### src/rtl/valu_lane_sequencer.sv
// valu_lane_sequencer
// Time-multiplexes one shared scalar ALU across the LANES elements of a
// vector op: accept a whole op, feed one lane per cycle to the ALU, collect
// results and flags, then offer the assembled result vector.
//
// Optional build macro: VALU_LANE_MASK_EN
//   Adds a per-op lane-enable mask (start_mask). Only enabled lanes are sent
//   to the ALU, back to back. Disabled lanes return operand A unchanged and
//   contribute no flags. An all-zero mask skips RUN entirely.
module valu_lane_sequencer #(
  parameter int WIDTH = 48,
  parameter int LANES = 4
) (
  input  logic                   clk,
  input  logic                   rst,
  input  logic                   start_valid,
  output logic                   start_ready,
  input  logic [2:0]             op_sel,
  input  logic [LANES*WIDTH-1:0] vec_a,
  input  logic [LANES*WIDTH-1:0] vec_b,
`ifdef VALU_LANE_MASK_EN
  input  logic [LANES-1:0]       start_mask,
`endif
  output logic [WIDTH-1:0]       alu_a,
  output logic [WIDTH-1:0]       alu_b,
  output logic [2:0]             alu_sel,
  input  logic [WIDTH-1:0]       alu_out,
  input  logic                   alu_n,
  input  logic                   alu_z,
  input  logic                   alu_v,
  input  logic                   alu_c,
  output logic                   res_valid,
  input  logic                   res_ready,
  output logic [LANES*WIDTH-1:0] res_vec,
  output logic [LANES-1:0]       res_n_mask,
  output logic [LANES-1:0]       res_z_mask,
  output logic                   res_any_v,
  output logic                   res_any_c
);

  // Lane index width is derived from LANES and not meant to be overridden.
  localparam int IDX_W = (LANES > 1) ? $clog2(LANES) : 1;

  typedef enum logic [1:0] {
    S_IDLE = 2'd0,
    S_RUN  = 2'd1,
    S_DONE = 2'd2
  } state_e;

  state_e                 state_q;
  logic [IDX_W-1:0]       idx_q;
  logic [LANES*WIDTH-1:0] a_q;
  logic [LANES*WIDTH-1:0] b_q;
  logic [2:0]             op_q;
  logic [LANES*WIDTH-1:0] res_vec_q;
  logic [LANES-1:0]       res_n_q;
  logic [LANES-1:0]       res_z_q;
  logic                   any_v_q;
  logic                   any_c_q;
  logic                   res_valid_q;
  logic                   start_ready_q;

  // Lane-walk control: which lane comes after idx_q, and whether idx_q is last.
  logic [IDX_W-1:0]       next_idx_d;
  logic                   last_lane_d;

`ifdef VALU_LANE_MASK_EN
  logic [LANES-1:0]       mask_q;
  logic [IDX_W:0]         first_lane_d;  // {found, index}
  logic [IDX_W:0]         next_lane_d;   // {found, index}

  // Lowest set bit of m at or above position lo, returned as {found, index}.
  function automatic logic [IDX_W:0] lowest_set_from(input logic [LANES-1:0] m,
                                                     input int               lo);
    logic [IDX_W:0] r;
    r = '0;
    // Scan downward so the last hit, i.e. the lowest qualifying lane, wins.
    for (int i = LANES - 1; i >= 0; i--) begin
      if (m[i] && (i >= lo)) r = {1'b1, IDX_W'(i)};
    end
    return r;
  endfunction

  // Seed for the result vector: disabled lanes carry operand A, enabled lanes
  // start at zero and are overwritten as RUN visits them.
  function automatic logic [LANES*WIDTH-1:0] merge_disabled(
      input logic [LANES*WIDTH-1:0] a,
      input logic [LANES-1:0]       m);
    logic [LANES*WIDTH-1:0] r;
    r = '0;
    for (int i = 0; i < LANES; i++) begin
      if (!m[i]) r[i*WIDTH +: WIDTH] = a[i*WIDTH +: WIDTH];
    end
    return r;
  endfunction

  assign first_lane_d = lowest_set_from(start_mask, 0);
  assign next_lane_d  = lowest_set_from(mask_q, int'(idx_q) + 1);
  assign next_idx_d   = next_lane_d[IDX_W-1:0];
  assign last_lane_d  = !next_lane_d[IDX_W];
`else
  assign next_idx_d   = idx_q + IDX_W'(1);
  assign last_lane_d  = (idx_q == IDX_W'(LANES - 1));
`endif

  // ALU drive: the captured lane under idx_q while running, quiet zeros otherwise.
  assign alu_a   = (state_q == S_RUN) ? a_q[int'(idx_q)*WIDTH +: WIDTH] : '0;
  assign alu_b   = (state_q == S_RUN) ? b_q[int'(idx_q)*WIDTH +: WIDTH] : '0;
  assign alu_sel = (state_q == S_RUN) ? op_q : 3'b000;

  assign start_ready = start_ready_q;
  assign res_valid   = res_valid_q;
  assign res_vec     = res_vec_q;
  assign res_n_mask  = res_n_q;
  assign res_z_mask  = res_z_q;
  assign res_any_v   = any_v_q;
  assign res_any_c   = any_c_q;

  // Sequencer FSM with all handshake and result outputs registered.
  // NOTE: every register here is assigned with <= so each branch sees the
  // pre-edge values of state_q/idx_q; a blocking = would let later lines read
  // freshly updated state and break the one-lane-per-edge timing.
  always_ff @(posedge clk) begin
    if (rst) begin
      // NOTE: the result and operand registers are plain flops, not a RAM, so
      // resetting them is cheap and guarantees an aborted op leaves no stale
      // lanes visible on res_vec.
      state_q       <= S_IDLE;
      idx_q         <= '0;
      a_q           <= '0;
      b_q           <= '0;
      op_q          <= 3'b000;
      res_vec_q     <= '0;
      res_n_q       <= '0;
      res_z_q       <= '0;
      any_v_q       <= 1'b0;
      any_c_q       <= 1'b0;
      res_valid_q   <= 1'b0;
      start_ready_q <= 1'b0;
`ifdef VALU_LANE_MASK_EN
      mask_q        <= '0;
`endif
    end else begin
      case (state_q)
        S_IDLE: begin
          start_ready_q <= 1'b1;
          if (start_valid && start_ready_q) begin
            start_ready_q <= 1'b0;
            a_q           <= vec_a;
            b_q           <= vec_b;
            op_q          <= op_sel;
            res_n_q       <= '0;
            res_z_q       <= '0;
            any_v_q       <= 1'b0;
            any_c_q       <= 1'b0;
`ifdef VALU_LANE_MASK_EN
            mask_q        <= start_mask;
            res_vec_q     <= merge_disabled(vec_a, start_mask);
            idx_q         <= first_lane_d[IDX_W-1:0];
            if (first_lane_d[IDX_W]) begin
              state_q     <= S_RUN;
            end else begin
              // Nothing to compute: the merged A vector is the answer.
              state_q     <= S_DONE;
              res_valid_q <= 1'b1;
            end
`else
            res_vec_q     <= '0;
            idx_q         <= '0;
            state_q       <= S_RUN;
`endif
          end
        end

        S_RUN: begin
          res_vec_q[int'(idx_q)*WIDTH +: WIDTH] <= alu_out;
          res_n_q[idx_q]                        <= alu_n;
          res_z_q[idx_q]                        <= alu_z;
          any_v_q                               <= any_v_q | alu_v;
          any_c_q                               <= any_c_q | alu_c;
          if (last_lane_d) begin
            state_q     <= S_DONE;
            res_valid_q <= 1'b1;
          end else begin
            idx_q       <= next_idx_d;
          end
        end

        S_DONE: begin
          if (res_ready) begin
            state_q       <= S_IDLE;
            res_valid_q   <= 1'b0;
            start_ready_q <= 1'b1;
          end
        end

        default: begin
          state_q       <= S_IDLE;
          res_valid_q   <= 1'b0;
          start_ready_q <= 1'b0;
        end
      endcase
    end
  end

endmodule

### config.mk
export PLATFORM = sky130hd
export DESIGN_NAME = valu_lane_sequencer
export DESIGN_NICKNAME = d
export VERILOG_FILES = /design/src/rtl/valu_lane_sequencer.sv
export SDC_FILE = /design/constraint.sdc
export NUM_CORES = 1
export LEC_CHECK = 0
export ABC_AREA = 0
export CORE_AREA = 4 4 288 290
export DETAILED_ROUTE_END_ITERATION = 16
export DIE_AREA = 0 0 292 294
export PLACE_DENSITY = 0.57
export SETUP_SLACK_MARGIN = 0.15
export SLEW_MARGIN = 20
export SYNTH_ARGS = -nofsm -noshare
export SYNTH_HDL_FRONTEND = slang
export SYNTH_SLANG_ARGS = --single-unit
export TNS_END_PERCENT = 100
### constraint.sdc
create_clock -name clk -period 3.4 [get_ports clk]
set_input_delay 0.34 -clock clk [delete_from_list [all_inputs] [get_ports clk]]
set_output_delay 0.34 -clock clk [all_outputs]
set_load 0.05 [all_outputs]
==> results.py <==
metrics = {
    "layout": {
        "drive_above_1_share_pct": 11.28,
        "final_util_pct": 46.12,
        "fin_nets": 3898,
        "syn2layout_area_growth_pct": 45.96,
        "fillers": 7902,
    },
    "floorplanning": {
        "start_util_pct": 31.60,
        "fp.dieH_um": 294,
        "core-area_mm2": 0.08029,
        "dieArea_mm2": 0.08585,
        "std_cell_rows": 104,
        "io_pins": 746,
        "fp.dieW_um": 292,
    },
    "route": {
        "num_vias": 23712,
        "drt_wl_total_um": 106100,
        "wl_met3_um": 8404,
        "wirelength_met1_um": 40680,
        "vias_per_cell": 5.178,
        "highest_layer": "met5",
        "drtIter0Drc": 1753,
        "ant_nets": 0,
        "drc": 0,
        "met2_length_um": 52200,
        "dr.pass1.iters": 8,
        "wire_per_inst_um": 23.17,
    },
    "synthesis": {
        "synth_fp_nets": 3286,
        "yosys.area.top_type_share_pct": 46.95,
        "synthTopCellsByArea": "dfxtp_1 (47%), nand2_1 (12%), a21oi_1 (8.7%)",
        "postSynthAreaPerCell_um2": 8.943,
        "syn_area_mm2": 0.02537,
        "seq_area_frac_synth_pct": 46.95,
        "synth_top_flop_cell": "dfxtp_1",
        "ys_ff_latch": 595,
        "synthCells": 2837,
        "synth_most_common_cell": "nand2_1",
        "synth_edf_count": 0,
        "yosys_warnings": 0,
        "synth_cell_type_count": 53,
        "yosys.area.top_type": "dfxtp_1",
        "synth_commonest_cells": "nand2_1 (799), dfxtp_1 (595), a21oi_1 (440)",
        "async_reset_ff_share_pct": 0,
    },
    "global_routing": {
        "grt_pass1_vias": 22736,
        "grt_use_total_pct": 23.19,
        "grt_max_degree": 196,
        "grt-ovfl-total": 0,
        "antenna_found_initial": 28,
        "grt_pass1_wl_um": 152200,
    },
    "pwr": {
        "vdd_drop_max_uv": 373.9,
        "leakagePower_nw": 12.81,
        "p_per_area_mw_per_mm2": 476.5,
    },
    "sta": {
        "finalHoldViolCount": 0,
        "tightest_slew_ps": 1121,
        "finalMaxSlewViolations": 0,
        "fmax_mhz": 326.1,
        "clock-skew-final_ps": 28.85,
        "period_share_pct": 90.20,
        "relSlewSlack_pct": 24.92,
        "setup_ws_ps": 333.1,
        "rsz0062_at_grt": "false",
        "post-route-min-period_ps": 3067,
        "finalSetupTns_ps": 0,
        "finalSetupViolCount": 0,
    },
    "place": {
        "hpwl_um": 74470,
        "gp_congestion": 0.8445,
        "port_buffers": 745,
        "dp_slack_ps": 616.6,
    },
    "clocking": {
        "cts_setup_buffers": 0,
        "cts_root_buffer": "clkbuf_16",
        "hold_buffers": 0,
        "cts_sinks": 595,
        "cts_resized": 0,
        "clkTransAtPathRegs_ps": 60,
        "cts_buffer_depth": 3,
        "insertion_delay_ps": 630,
        "cts_max_level": 3,
        "cts_buffers": 70,
        "tritoncts": "yes",
    },
    "critical_path": {
        "worstPathArrival_ps": 2730,
        "startpoint_type": "register",
        "cp.required_ps": 3060,
        "crit_path_max_fanout": 74,
        "r2r-end": "res_vec[49]$_SDFFE_PP0P_",
        "reg2reg_setup_slack_ps": 620,
        "end_kind": "output port",
        "criticalPathCategory": "register to output port",
        "worstRegToRegCells": 5,
        "worstReg2RegStart": "idx_q[0]$_SDFFE_PP0P_",
    },
    "worst_hold_path": {
        "min_from": "vec_a[57]",
        "whs_path_depth": 3,
        "min_path_type": "input pin to register",
        "min_to": "a_q[57]$_SDFFE_PP0P_",
    },
    "status": {
        "status": "completed",
    },
    "flow_run": {
        "max-cap-violations": 0,
    },
}
-- cell families (layout without fill, tap and decap cells) --
kind of cell               Yosys count  after routing  share of synthesized area [%]
muxes                              127            127                          9.745
adders and majority gates            6              6                         0.2959
buffers and inverters              270            934                          4.902
AOI/OAI and AO/OA                  749            749                          18.51
DFF                                595            595                          46.95
other                                0             18                              0
and+or+nand+nor                   1090           1090                          19.60
-- worst max-delay path by stage --
stage,depth (start not counted),start,end
2_1_floorplan,11,idx_q[1]$_SDFFE_PP0P_,res_vec[181]$_SDFFE_PP0P_
5_1_grt,4,idx_q[0]$_SDFFE_PP0P_,alu_b[18]
6_report,5,idx_q[1]$_SDFFE_PP0P_,alu_b[12]
4_1_cts,5,idx_q[1]$_SDFFE_PP0P_,alu_a[46]
3_3_place_gp,5,start_valid,res_vec[48]$_SDFFE_PP0P_
3_5_place_dp,5,idx_q[0]$_SDFFE_PP0P_,res_vec[190]$_SDFFE_PP0P_
-- where the power goes --
| group | total [W] | internal (W) | switching [W] |
|---|---|---|---|
| combinational | 0.00259 | 0.00114 | 0.00146 |
| sequential | 0.00740 | 0.00725 | 0.000150 |
| clock | 0.00766 | 0.00449 | 0.00316 |
-- layer usage --
layer / GRT usage, % / vias up
li1: - / 11192
met1: 27.18 / 11425
met2: 39.71 / 864
met3: 6.491 / 211
met4: 10.10 / 20
met5: 0 / -
-- flip-flops by register name, summed over array words and instances (netlist names), 2 cells and up --
name and count:
b_q 192, a_q 192, res_vec 192, op_q 3
state_q 2, res_z_mask 4, res_n_mask 4, idx_q 2
-- cell type report --
cell class                 instances  area, um2  area share, %
inverter                           3      11.26        0.03041
multi-input combinational       1972      12300          33.21
clock inverter                    25      294.0         0.7940
antenna                           18      45.04         0.1216
timing repair buffer             807       9114          24.61
clock buffer                      99       2023          5.463
sequential                       595      11920          32.19
tap                             1060       1326          3.581
-- worst max-delay path, cell delays in order (launching register included) --
cell and delay [ps]:
dfxtp_4 340, buf_4 400, buf_12 430, mux4_2 440
and2_1 210, buf_12 150
-- through the flow --
step / total power, W / cell area [um2] / hold WS [ps] / instances
after floorplan: 0.008914 / 25370 / 431.7 / 2837
after global placement: 0.01013 / 34640 / 438.9 / 4435
after detailed placement: 0.01015 / 34670 / 443.1 / 4437
after CTS: 0.01785 / 36990 / 214.7 / 4561
after global routing: 0.01829 / 37020 / 242.4 / 4574
final: 0.01765 / 37030 / 254.6 / 4579
-- cells in the final DEF (no fill, tap or decap), types with 5 or more instances in the layout --
master	count
diode_2	18
nand3b_1	23
nor3b_1	17
a211oi_1	23
dfxtp_1	593
buf_12	114
o21bai_1	16
mux2i_1	31
a21boi_0	8
clkbuf_8	12
a22o_1	74
clkdlybuf4s50_1	645
a22oi_1	14
o2bb2ai_1	79
or4b_2	7
a21oi_1	440
clkinv_2	13
nand2_1	799
o21ai_0	26
and3_1	33
a32oi_1	16
nand3_1	47
buf_4	45
clkbuf_16	72
nor2b_1	5
a221oi_1	16
o211ai_1	32
nand4b_1	8
clkbuf_1	15
mux4_2	96
and2_1	116
(Power assumes the default switching activity.)
